[src/rtl/multdiv_unit.sv]
// Sequential signed multiply (radix-2 Booth) / divide (restoring on magnitudes), one bit per cycle.
// Optional MULTDIV_EARLY_DIV0_EN: a zero divisor finishes one edge after the start edge.
module multdiv_unit #(
    parameter int WIDTH = 32
) (
    input  logic             clock,
    input  logic             ctrl_reset,
    input  logic [WIDTH-1:0] data_operandA,
    input  logic [WIDTH-1:0] data_operandB,
    input  logic             ctrl_MULT,
    input  logic             ctrl_DIV,
    output logic [WIDTH-1:0] data_result,
    output logic             data_exception,
    output logic             data_resultRDY
);

    localparam int               CW       = $clog2(WIDTH);
    localparam logic [CW-1:0]    CNT_LAST = CW'(WIDTH - 1);
    localparam logic [WIDTH-1:0] MOST_NEG = {1'b1, {(WIDTH-1){1'b0}}};

    typedef enum logic [1:0] {IDLE, MULT, DIV, DONE} state_t;

    state_t           state_q;
    logic [CW-1:0]    cnt_q;
    logic [WIDTH:0]   acc_q;
    logic [WIDTH-1:0] lo_q;
    logic [WIDTH-1:0] opd_q;
    logic             qm1_q;
    logic             neg_q;
    logic             div0_q;
    logic             ovf_q;
    logic [WIDTH-1:0] res_q;
    logic             exc_q;
    logic             rdy_q;

    logic [WIDTH:0]   opd_sx;
    logic [WIDTH:0]   booth_sum;
    logic [WIDTH:0]   mul_acc_d;
    logic [WIDTH-1:0] mul_lo_d;
    logic             mul_exc;
    logic [WIDTH:0]   div_shift;
    logic [WIDTH:0]   div_acc_d;
    logic             div_ge;
    logic [WIDTH-1:0] div_lo_d;
    logic [WIDTH-1:0] quot;
    logic [WIDTH-1:0] abs_a;
    logic [WIDTH-1:0] abs_b;
    logic             div_finish;

    // acc/lo double as Booth product (hi, lo) and as divider (remainder, quotient).
    always_comb begin
        opd_sx    = {opd_q[WIDTH-1], opd_q};
        booth_sum = acc_q;
        case ({lo_q[0], qm1_q})
            2'b10:   booth_sum = acc_q - opd_sx;
            2'b01:   booth_sum = acc_q + opd_sx;
            default: booth_sum = acc_q;
        endcase
        mul_acc_d = {booth_sum[WIDTH], booth_sum[WIDTH:1]};
        mul_lo_d  = {booth_sum[0], lo_q[WIDTH-1:1]};
        mul_exc   = (mul_acc_d[WIDTH-1:0] != {WIDTH{mul_lo_d[WIDTH-1]}});

        div_shift = {acc_q[WIDTH-1:0], lo_q[WIDTH-1]};
        div_ge    = (div_shift >= {1'b0, opd_q});
        div_acc_d = div_ge ? (div_shift - {1'b0, opd_q}) : div_shift;
        div_lo_d  = {lo_q[WIDTH-2:0], div_ge};
        quot      = neg_q ? (-div_lo_d) : div_lo_d;

        abs_a = data_operandA[WIDTH-1] ? (-data_operandA) : data_operandA;
        abs_b = data_operandB[WIDTH-1] ? (-data_operandB) : data_operandB;
    end

`ifdef MULTDIV_EARLY_DIV0_EN
    assign div_finish = (cnt_q == CNT_LAST) || div0_q;
`else
    assign div_finish = (cnt_q == CNT_LAST);
`endif

    always_ff @(posedge clock or posedge ctrl_reset) begin
        if (ctrl_reset) begin
            state_q <= IDLE;
            cnt_q   <= '0;
            acc_q   <= '0;
            lo_q    <= '0;
            opd_q   <= '0;
            qm1_q   <= 1'b0;
            neg_q   <= 1'b0;
            div0_q  <= 1'b0;
            ovf_q   <= 1'b0;
            res_q   <= '0;
            exc_q   <= 1'b0;
            rdy_q   <= 1'b0;
        end else begin
            rdy_q <= 1'b0;
            if (ctrl_MULT) begin
                state_q <= MULT;
                cnt_q   <= '0;
                acc_q   <= '0;
                lo_q    <= data_operandB;
                opd_q   <= data_operandA;
                qm1_q   <= 1'b0;
            end else if (ctrl_DIV) begin
                state_q <= DIV;
                cnt_q   <= '0;
                acc_q   <= '0;
                lo_q    <= abs_a;
                opd_q   <= abs_b;
                neg_q   <= data_operandA[WIDTH-1] ^ data_operandB[WIDTH-1];
                div0_q  <= (data_operandB == '0);
                ovf_q   <= (data_operandA == MOST_NEG) && (data_operandB == '1);
            end else begin
                case (state_q)
                    MULT: begin
                        acc_q <= mul_acc_d;
                        lo_q  <= mul_lo_d;
                        qm1_q <= lo_q[0];
                        cnt_q <= cnt_q + 1'b1;
                        if (cnt_q == CNT_LAST) begin
                            state_q <= DONE;
                            res_q   <= mul_lo_d;
                            exc_q   <= mul_exc;
                            rdy_q   <= 1'b1;
                        end
                    end
                    DIV: begin
                        acc_q <= div_acc_d;
                        lo_q  <= div_lo_d;
                        cnt_q <= cnt_q + 1'b1;
                        if (div_finish) begin
                            // MOST_NEG / -1 wraps to MOST_NEG naturally; only the flag is extra.
                            state_q <= DONE;
                            res_q   <= div0_q ? '0 : quot;
                            exc_q   <= div0_q | ovf_q;
                            rdy_q   <= 1'b1;
                        end
                    end
                    DONE:    state_q <= IDLE;
                    default: state_q <= IDLE;
                endcase
            end
        end
    end

    assign data_result    = res_q;
    assign data_exception = exc_q;
    assign data_resultRDY = rdy_q;

endmodule

[config.mk]
export PLATFORM = sky130hd
export DESIGN_NAME = multdiv_unit
export DESIGN_NICKNAME = d
export VERILOG_FILES = /design/src/rtl/multdiv_unit.sv
export SDC_FILE = /design/constraint.sdc
export NUM_CORES = 1
export LEC_CHECK = 0
export ABC_AREA = 1
export CORE_UTILIZATION = 32
export CTS_CLUSTER_SIZE = 25
export DETAILED_ROUTE_END_ITERATION = 8
export MAX_ROUTING_LAYER = met4
export PLACE_DENSITY = 0.49
export SLEW_MARGIN = 20
export SYNTH_ARGS = -nofsm -noshare
export SYNTH_HDL_FRONTEND = slang
export SYNTH_SLANG_ARGS = --single-unit
[constraint.sdc]
create_clock -name clock -period 15.3 [get_ports clock]
set_clock_uncertainty 0.05 [all_clocks]
set_input_delay 3.06 -clock clock [delete_from_list [all_inputs] [get_ports clock]]
set_output_delay 3.06 -clock clock [all_outputs]
set_load 0.02 [all_outputs]
==> impl_metrics.tcl, run 1 <==
set metrics [dict create \
    status "finished, final reports clean" \
    finalHoldWorstSlack_ns 0.438 \
    max-slew-margin-rel_pct 38.6 \
    hp-class "register to register" \
    routed_via_density 5.28 \
    nNetsFinal 2859 \
    fp-row-count 81 \
    synth.top_cells.by_area "sky130_fd_sc_hd__dfrtp_1 22%, sky130_fd_sc_hd__nand2_1 18%, sky130_fd_sc_hd__inv_1 8.9%, sky130_fd_sc_hd__nand3_1 6.6%, sky130_fd_sc_hd__nor2_1 6.3%" \
    path_max_fanout 40 \
    routed-via-count 17891 \
    multi_input_area_um2 10500 \
    syn-instance-count 2659 \
    pwr_density_cell_nw_per_um2 111 \
    final-max-slew-violation-count 0 \
    die_width_um 225 \
    synth_commonest_cells "748 x sky130_fd_sc_hd__nand2_1, 377 x sky130_fd_sc_hd__inv_1, 268 x sky130_fd_sc_hd__nor2_1" \
    distinct_cell_type_count_of_the_synthesized_netlist 54 \
    global_route_wire_length_before_repair_mm 107 \
    cp_top_family "buffers and inverters" \
    cts_num_sinks 142 \
    antenna_violating_nets_post_route 0 \
    worst_r2r_startpoint "opd_q[1]" \
    routed_wire_length_per_instance_um 20.9 \
    dr.pass1.iters 6 \
    cp_slowest_stage_delay_ns 0.76 \
    drt_iter0_markers 1299 \
    first_global_vias 17579 \
    setup_repair_after_global_routing_missed_its_margin "no" \
    power_leakage_nw 9.00 \
    worst_hold_path.num_cells 2 \
    finalCoreUtilization_pct 37.0 \
    post_cts_resized 0 \
    finalNonFillerCells 3391 \
    synth.top_cell.area_share_pct 22.4 \
    synth_nets 2804 \
    finalWorstSetupSlack_ns 9.22 \
    ioPinCount 102 \
    synthToLayoutAreaGrowth_pct 14.1 \
    yosysWarningCount 0 \
    setup.worst_path.class "primary input to register" \
    finalHoldViolCount 0 \
    cts_max_path_buffers 2 \
    finalCriticalPeriod_ns 6.08 \
    crit_path_cell_trace "clkdlybuf4s50_1 -> buf_4 -> nor2_1 -> nand2_1 -> nor2_2 -> buf_4 -> clkinv_1 -> a21oi_1 -> a21oi_1" \
    hpwlAfterDp_mm 57.2 \
    critPathLaunchType "primary input" \
    diodes 0 \
    postSynth.asyncResetShare_pct 100 \
    global_route.usage.total_pct 29.1 \
    cts_max_level 4 \
    routabilityCongestion 0.936 \
    cp-end-kind "register" \
    die_area_um2 50500 \
    ys.flop_type "sky130_fd_sc_hd__dfrtp_1" \
    final-setup-viol-count 0 \
    layout-drive-gt1-share_pct 4.07 \
    antenna_found_initial 0 \
    cts_tree "done" \
    synth_seq_area_share_pct 22.4 \
    cp_data_required_time_ns 15.59 \
    largest_net_degree_at_the_start_of_global_routing 84 \
    dp.cells 3359 \
    timing_worst_slew_pin_value_ns 0.920 \
    clk-insertion-delay-late_ns 0.46 \
    worst_setup_hold_path_clk_slew_ns 0.07 \
    rr_endpoint "data_exception" \
    fp.dieH_um 225 \
    max-vdd-ir-drop_uv 76.3 \
    drc_errors 0 \
    worst_endpoint_data_arrival_time_ns 6.38 \
    layout.area.seq_um2 3550 \
    placeableCoreArea_um2 49000 \
    reg2reg_slack_ns 10.19 \
    most_repeated_cell_in_the_gate_level_netlist_after_synthesis "sky130_fd_sc_hd__nand2_1" \
    synth_edf_count 0 \
    drt_wl_total_mm 70.7 \
    post_cts_hold_buffer_count 0 \
    overflow 0 \
    ctsRootBufferMaster "sky130_fd_sc_hd__clkbuf_16" \
    hold_path.startpoint "data_result[0]" \
    worst-r2r-cell-count 29 \
    start_util_pct 32.4 \
    cts.repair_timing.setup_buffer_count 0 \
    tns_ns 0 \
    max_cap_viol_count 0 \
    period_share_pct 39.8 \
    area_leader_netlist "sky130_fd_sc_hd__dfrtp_1" \
    buffer_ports.inserted 101 \
    cts-buffers-inserted 17 \
    place_ws_ns 8.69 \
    crit_path_top_delay_cell "sky130_fd_sc_hd__clkinv_1" \
    synth.ff_latch_count 142 \
    achievable-frequency_mhz 164 \
    avgSynthCellArea_um2 5.97 \
    n_fill_cell 5511 \
    cp_num_buf_inv 4 \
    whs_endpoint "data_result[0]" \
    syn-cell-area_um2 15900 \
]
==> registers in the layout (all words and copies together) (netlist names) <==
name,count
qm1_q,1
ovf_q,1
div0_q,1
data_exception,1
data_resultRDY,1
cnt_q,5
lo_q,32
neg_q,1
acc_q,33
data_result,32
opd_q,32
state_q,2
==> tightest hold or removal path: stages, from the launching register on <==
cell                      delay [ns]
sky130_fd_sc_hd__dfrtp_1        0.35
sky130_fd_sc_hd__nand2_1        0.05
sky130_fd_sc_hd__nand2_1        0.05
==> stage by stage <==
step	instance area, µm²	power, mW
final	18100	2.01
after global routing	18100	2.15
after CTS	18100	2.02
after detailed placement	17500	1.59
after global placement	17500	1.58
after floorplan	15900	1.19
==> how the worst max path moves through the flow <==
stage	slack [ns]	startpoint	cells past startpoint	end
global placement	8.73	ctrl_DIV	10	data_exception
CTS	9.19	ctrl_DIV	9	data_result[18]
floorplan	8.38	ctrl_reset	1	acc_q[0]
finish	9.22	ctrl_DIV	9	data_result[18]
global route	8.89	ctrl_DIV	9	data_result[18]
detailed placement	8.69	ctrl_DIV	9	data_result[18]
==> routing by layer <==
metal / GRT usage (%) / wire length, µm / vias up
met4: 16.0 / 4150 / 0
li1: - / - / 8872
met2: 48.0 / 33300 / 495
met1: 35.1 / 30800 / 8384
met3: 2.36 / 2430 / 140
met5: - / 0 / -
==> cell type report <==
type	instances	area share [%]
Multi-Input combinational cell	2040	58.0
Sequential cell	142	19.6
Tap cell	664	4.59
Inverter	387	8.06
Clock inverter	12	0.602
Clock buffer	20	2.52
Timing Repair Buffer	126	6.60
==> placed cells by master, fill, tap and decap left out, types with 4 or more instances in the layout <==
cell / instances
sky130_fd_sc_hd__or2_2: 15
sky130_fd_sc_hd__a31oi_1: 29
sky130_fd_sc_hd__nand3_1: 209
sky130_fd_sc_hd__a21o_1: 4
sky130_fd_sc_hd__o21ai_1: 15
sky130_fd_sc_hd__o21bai_1: 6
sky130_fd_sc_hd__nor3_1: 32
sky130_fd_sc_hd__inv_2: 6
sky130_fd_sc_hd__a21boi_0: 5
sky130_fd_sc_hd__nand3_2: 4
sky130_fd_sc_hd__xnor2_1: 11
sky130_fd_sc_hd__nand3b_1: 7
sky130_fd_sc_hd__a22oi_1: 10
sky130_fd_sc_hd__nor2_1: 265
sky130_fd_sc_hd__nor4_1: 13
sky130_fd_sc_hd__clkinvlp_4: 5
sky130_fd_sc_hd__ha_1: 74
sky130_fd_sc_hd__o211ai_1: 35
sky130_fd_sc_hd__o221ai_1: 35
sky130_fd_sc_hd__clkinv_1: 5
sky130_fd_sc_hd__o21ai_0: 170
sky130_fd_sc_hd__o31ai_1: 5
sky130_fd_sc_hd__inv_6: 4
sky130_fd_sc_hd__nand4_1: 49
sky130_fd_sc_hd__o22ai_1: 9
sky130_fd_sc_hd__clkdlybuf4s50_1: 100
sky130_fd_sc_hd__xor2_1: 73
sky130_fd_sc_hd__inv_1: 375
sky130_fd_sc_hd__a211oi_1: 5
sky130_fd_sc_hd__dfrtp_1: 142
sky130_fd_sc_hd__nor2_2: 12
sky130_fd_sc_hd__nand2_1: 748
sky130_fd_sc_hd__buf_4: 25
sky130_fd_sc_hd__nand2_2: 4
sky130_fd_sc_hd__a21oi_1: 162
sky130_fd_sc_hd__clkbuf_16: 17
sky130_fd_sc_hd__nor3_2: 7
==> where the power goes <==
group	total (mW)	internal [mW]	leakage, nW	switching (mW)
Combinational	1.05	0.354	6.98	0.692
Clock	0.428	0.233	0.265	0.195
Sequential	0.540	0.451	1.75	0.0889
Total	2.01	1.04	9.00	0.976
==> logic make-up after synthesis <==
| kind of cell | after synthesis | share of synthesized area (%) |
|---|---|---|
| and+or+nand+nor | 1372 | 36.6 |
| buffers and inverters | 477 | 11.5 |
| xor gates and xnor gates | 84 | 4.64 |
| DFF | 142 | 22.4 |
| AOI/OAI and AO/OA | 507 | 18.7 |
| adders and majority gates | 77 | 6.17 |
No activity file was read; power rests on OpenSTA's default activity.
==> inputs of run 2 (changes only) <==
--- a/config.mk
+++ b/config.mk
@@ -10,7 +10,7 @@
 export CTS_CLUSTER_SIZE = 25
 export DETAILED_ROUTE_END_ITERATION = 8
 export MAX_ROUTING_LAYER = met4
-export PLACE_DENSITY = 0.49
+export PLACE_DENSITY = 0.51
 export SLEW_MARGIN = 20
 export SYNTH_ARGS = -nofsm -noshare
 export SYNTH_HDL_FRONTEND = slang
==> constraint.sdc (replaced) <==
create_clock -name clock -period 5.5 [get_ports clock]
set_clock_uncertainty 0.05 [all_clocks]
set_input_delay 1.1 -clock clock [delete_from_list [all_inputs] [get_ports clock]]
set_output_delay 1.1 -clock clock [all_outputs]
set_load 0.02 [all_outputs]
==> impl_metrics.tcl, run 2 (synthesis results as in run 1) <==
set metrics [dict create \
    mostFrequentLayoutCell "sky130_fd_sc_hd__nand2_1" \
    largest_net_degree_at_the_start_of_global_routing 80 \
    hp-class "register to register" \
    finalCoreUtilization_pct 37.2 \
    power.switching_mw 2.75 \
    ctsRootBufferMaster "sky130_fd_sc_hd__clkbuf_16" \
    dp.cells 3363 \
    share_seq_of_total_power_pct 25.8 \
    nNetsFinal 2863 \
    cp_data_required_time_ns 5.78 \
    final-setup-viol-count 0 \
    drc_errors 0 \
    tns_ns 0 \
    clk-insertion-delay-late_ns 0.45 \
    cp-end-kind "register" \
    routed-via-count 18447 \
    antenna_violating_nets_post_route 0 \
    worst_setup_hold_path_clk_slew_ns 0.07 \
    post_place_cell_area_um2 17600 \
    cts_max_level 4 \
    max-vdd-ir-drop_uv 197 \
    fp.dieH_um 225 \
    ioPinCount 102 \
    power_frac_clock_pct 23.2 \
    mostFrequentLayoutCells "748 x sky130_fd_sc_hd__nand2_1, 375 x sky130_fd_sc_hd__inv_1, 265 x sky130_fd_sc_hd__nor2_1" \
    status "finished, final reports clean" \
    cp_slowest_stage_delay_ns 0.39 \
    finalHoldViolCount 0 \
    final-max-slew-violation-count 0 \
    post_cts_hold_buffer_count 0 \
    global_route.usage.total_pct 29.1 \
    worst_path_most_repeated_cell "sky130_fd_sc_hd__nand2_1" \
    critPathLaunchType "register" \
    power_leakage_nw 9.07 \
    start_util_pct 32.4 \
    die_width_um 225 \
    cts_num_sinks 142 \
    max-slew-margin-rel_pct 32.7 \
    place_ws_ns 0.705 \
    cts.repair_timing.setup_buffer_count 0 \
    drt_iter0_markers 1591 \
    finalCriticalPeriod_ns 4.84 \
    layout-drive-gt1-share_pct 4.25 \
    max_flop_register "acc_q" \
    setup.worst_path.class "register to register" \
    achievable-frequency_mhz 207 \
    placeableCoreArea_um2 49000 \
    die_area_um2 50500 \
    cts_tree "done" \
    crit_path_top_delay_cell "sky130_fd_sc_hd__ha_1" \
    setup_repair_after_global_routing_missed_its_margin "no" \
    power_switching_share_pct 47.6 \
    pwr_density_cell_nw_per_um2 317 \
    finalNonFillerCells 3395 \
    cts-buffers-inserted 17 \
    hpwlAfterDp_mm 56.1 \
    worst_endpoint_data_arrival_time_ns 5.12 \
    routed_via_density 5.43 \
    drt_wl_total_mm 70.5 \
    finalWorstSetupSlack_ns 0.658 \
    dr.pass1.iters 6 \
    max_cap_viol_count 0 \
    diodes 0 \
    period_share_pct 88.0 \
    global_route_wire_length_before_repair_mm 108 \
    fin_area_um2 18200 \
    synthToLayoutAreaGrowth_pct 14.9 \
    cts_max_path_buffers 2 \
    routabilityCongestion 0.992 \
    internal_power_mw 3.02 \
    path_max_fanout 5 \
    overflow 0 \
    routed_wire_length_per_instance_um 20.8 \
    fp-row-count 81 \
    timing_worst_slew_pin_value_ns 1.01 \
    largest_reg_flops 33 \
    first_global_vias 17921 \
    buffer_ports.inserted 101 \
    antenna_found_initial 0 \
    p_comb_share_pct 51.0 \
    post_cts_resized 0 \
]
==> run 2: cell types whose count changed in the layout (fill, tap and decap cells not counted), sizes merged <==
cell,delta
buf,+4
bufinv,+3
clkbuf,-3
clkinv,-2
clkinvlp,-3
inv,+5
==> run 2: worst max-delay path, delay by kind of cell (launching register included) <==
family,cells,cell delay [ns]
buf+inv,2,0.28
fa+ha+maj,2,0.60
compound gates,1,0.17
xor+xnor,1,0.18
simple gates,22,3.09
flops,1,0.38
==> run 2: power by group through the flow <==
stage                     logic [mW]  clock network (mW)  registers (mW)
after floorplan                 1.75                   0            1.56
after global placement          2.91                   0            1.50
after detailed placement        2.90                   0            1.50
after CTS                       2.92                1.35            1.49
after global routing            3.26                1.39            1.51
final                           2.94                1.34            1.49
==> run 2: worst paths after layout <==
check                                from        endpoint  slack (ns)  cells past startpoint
setup / recovery                 opd_q[1]  data_exception        0.66                     28
hold / removal             data_result[0]  data_result[0]        0.44                      2
setup reg to reg                 opd_q[1]  data_exception        0.66                     28
hold reg to reg            data_result[0]  data_result[0]        0.44                      2
max in group asynchronous      ctrl_reset  data_result[2]        3.38                      3
min in group asynchronous      ctrl_reset        lo_q[10]        1.14                      2
==> run 2: stage by stage <==
step | hold slack, ns | total power, mW
floorplan | 0.421 | 3.31
global placement | 0.422 | 4.41
detailed placement | 0.429 | 4.41
CTS | 0.447 | 5.76
global route | 0.459 | 6.17
finish | 0.440 | 5.77
==> run 2: per-layer routing <==
layer  vias to the layer above  share of wire, %  GRT usage [%]
met2                       771                46           46.8
met3                       148               5.7           2.51
met4                         0               5.0           14.4
li1                       8872                 -              -
met5                         -                 0              -
met1                      8656                43           36.6
==> run 2: final cells by class <==
class	count	area, µm²
well taps	664	831
fillers	5333	30700
multi-input cells	2040	10500
flip-flops and latches	142	3550
clock inverters	15	219
repair buffers	130	1240
inverters	387	1460
clock buffers	17	425
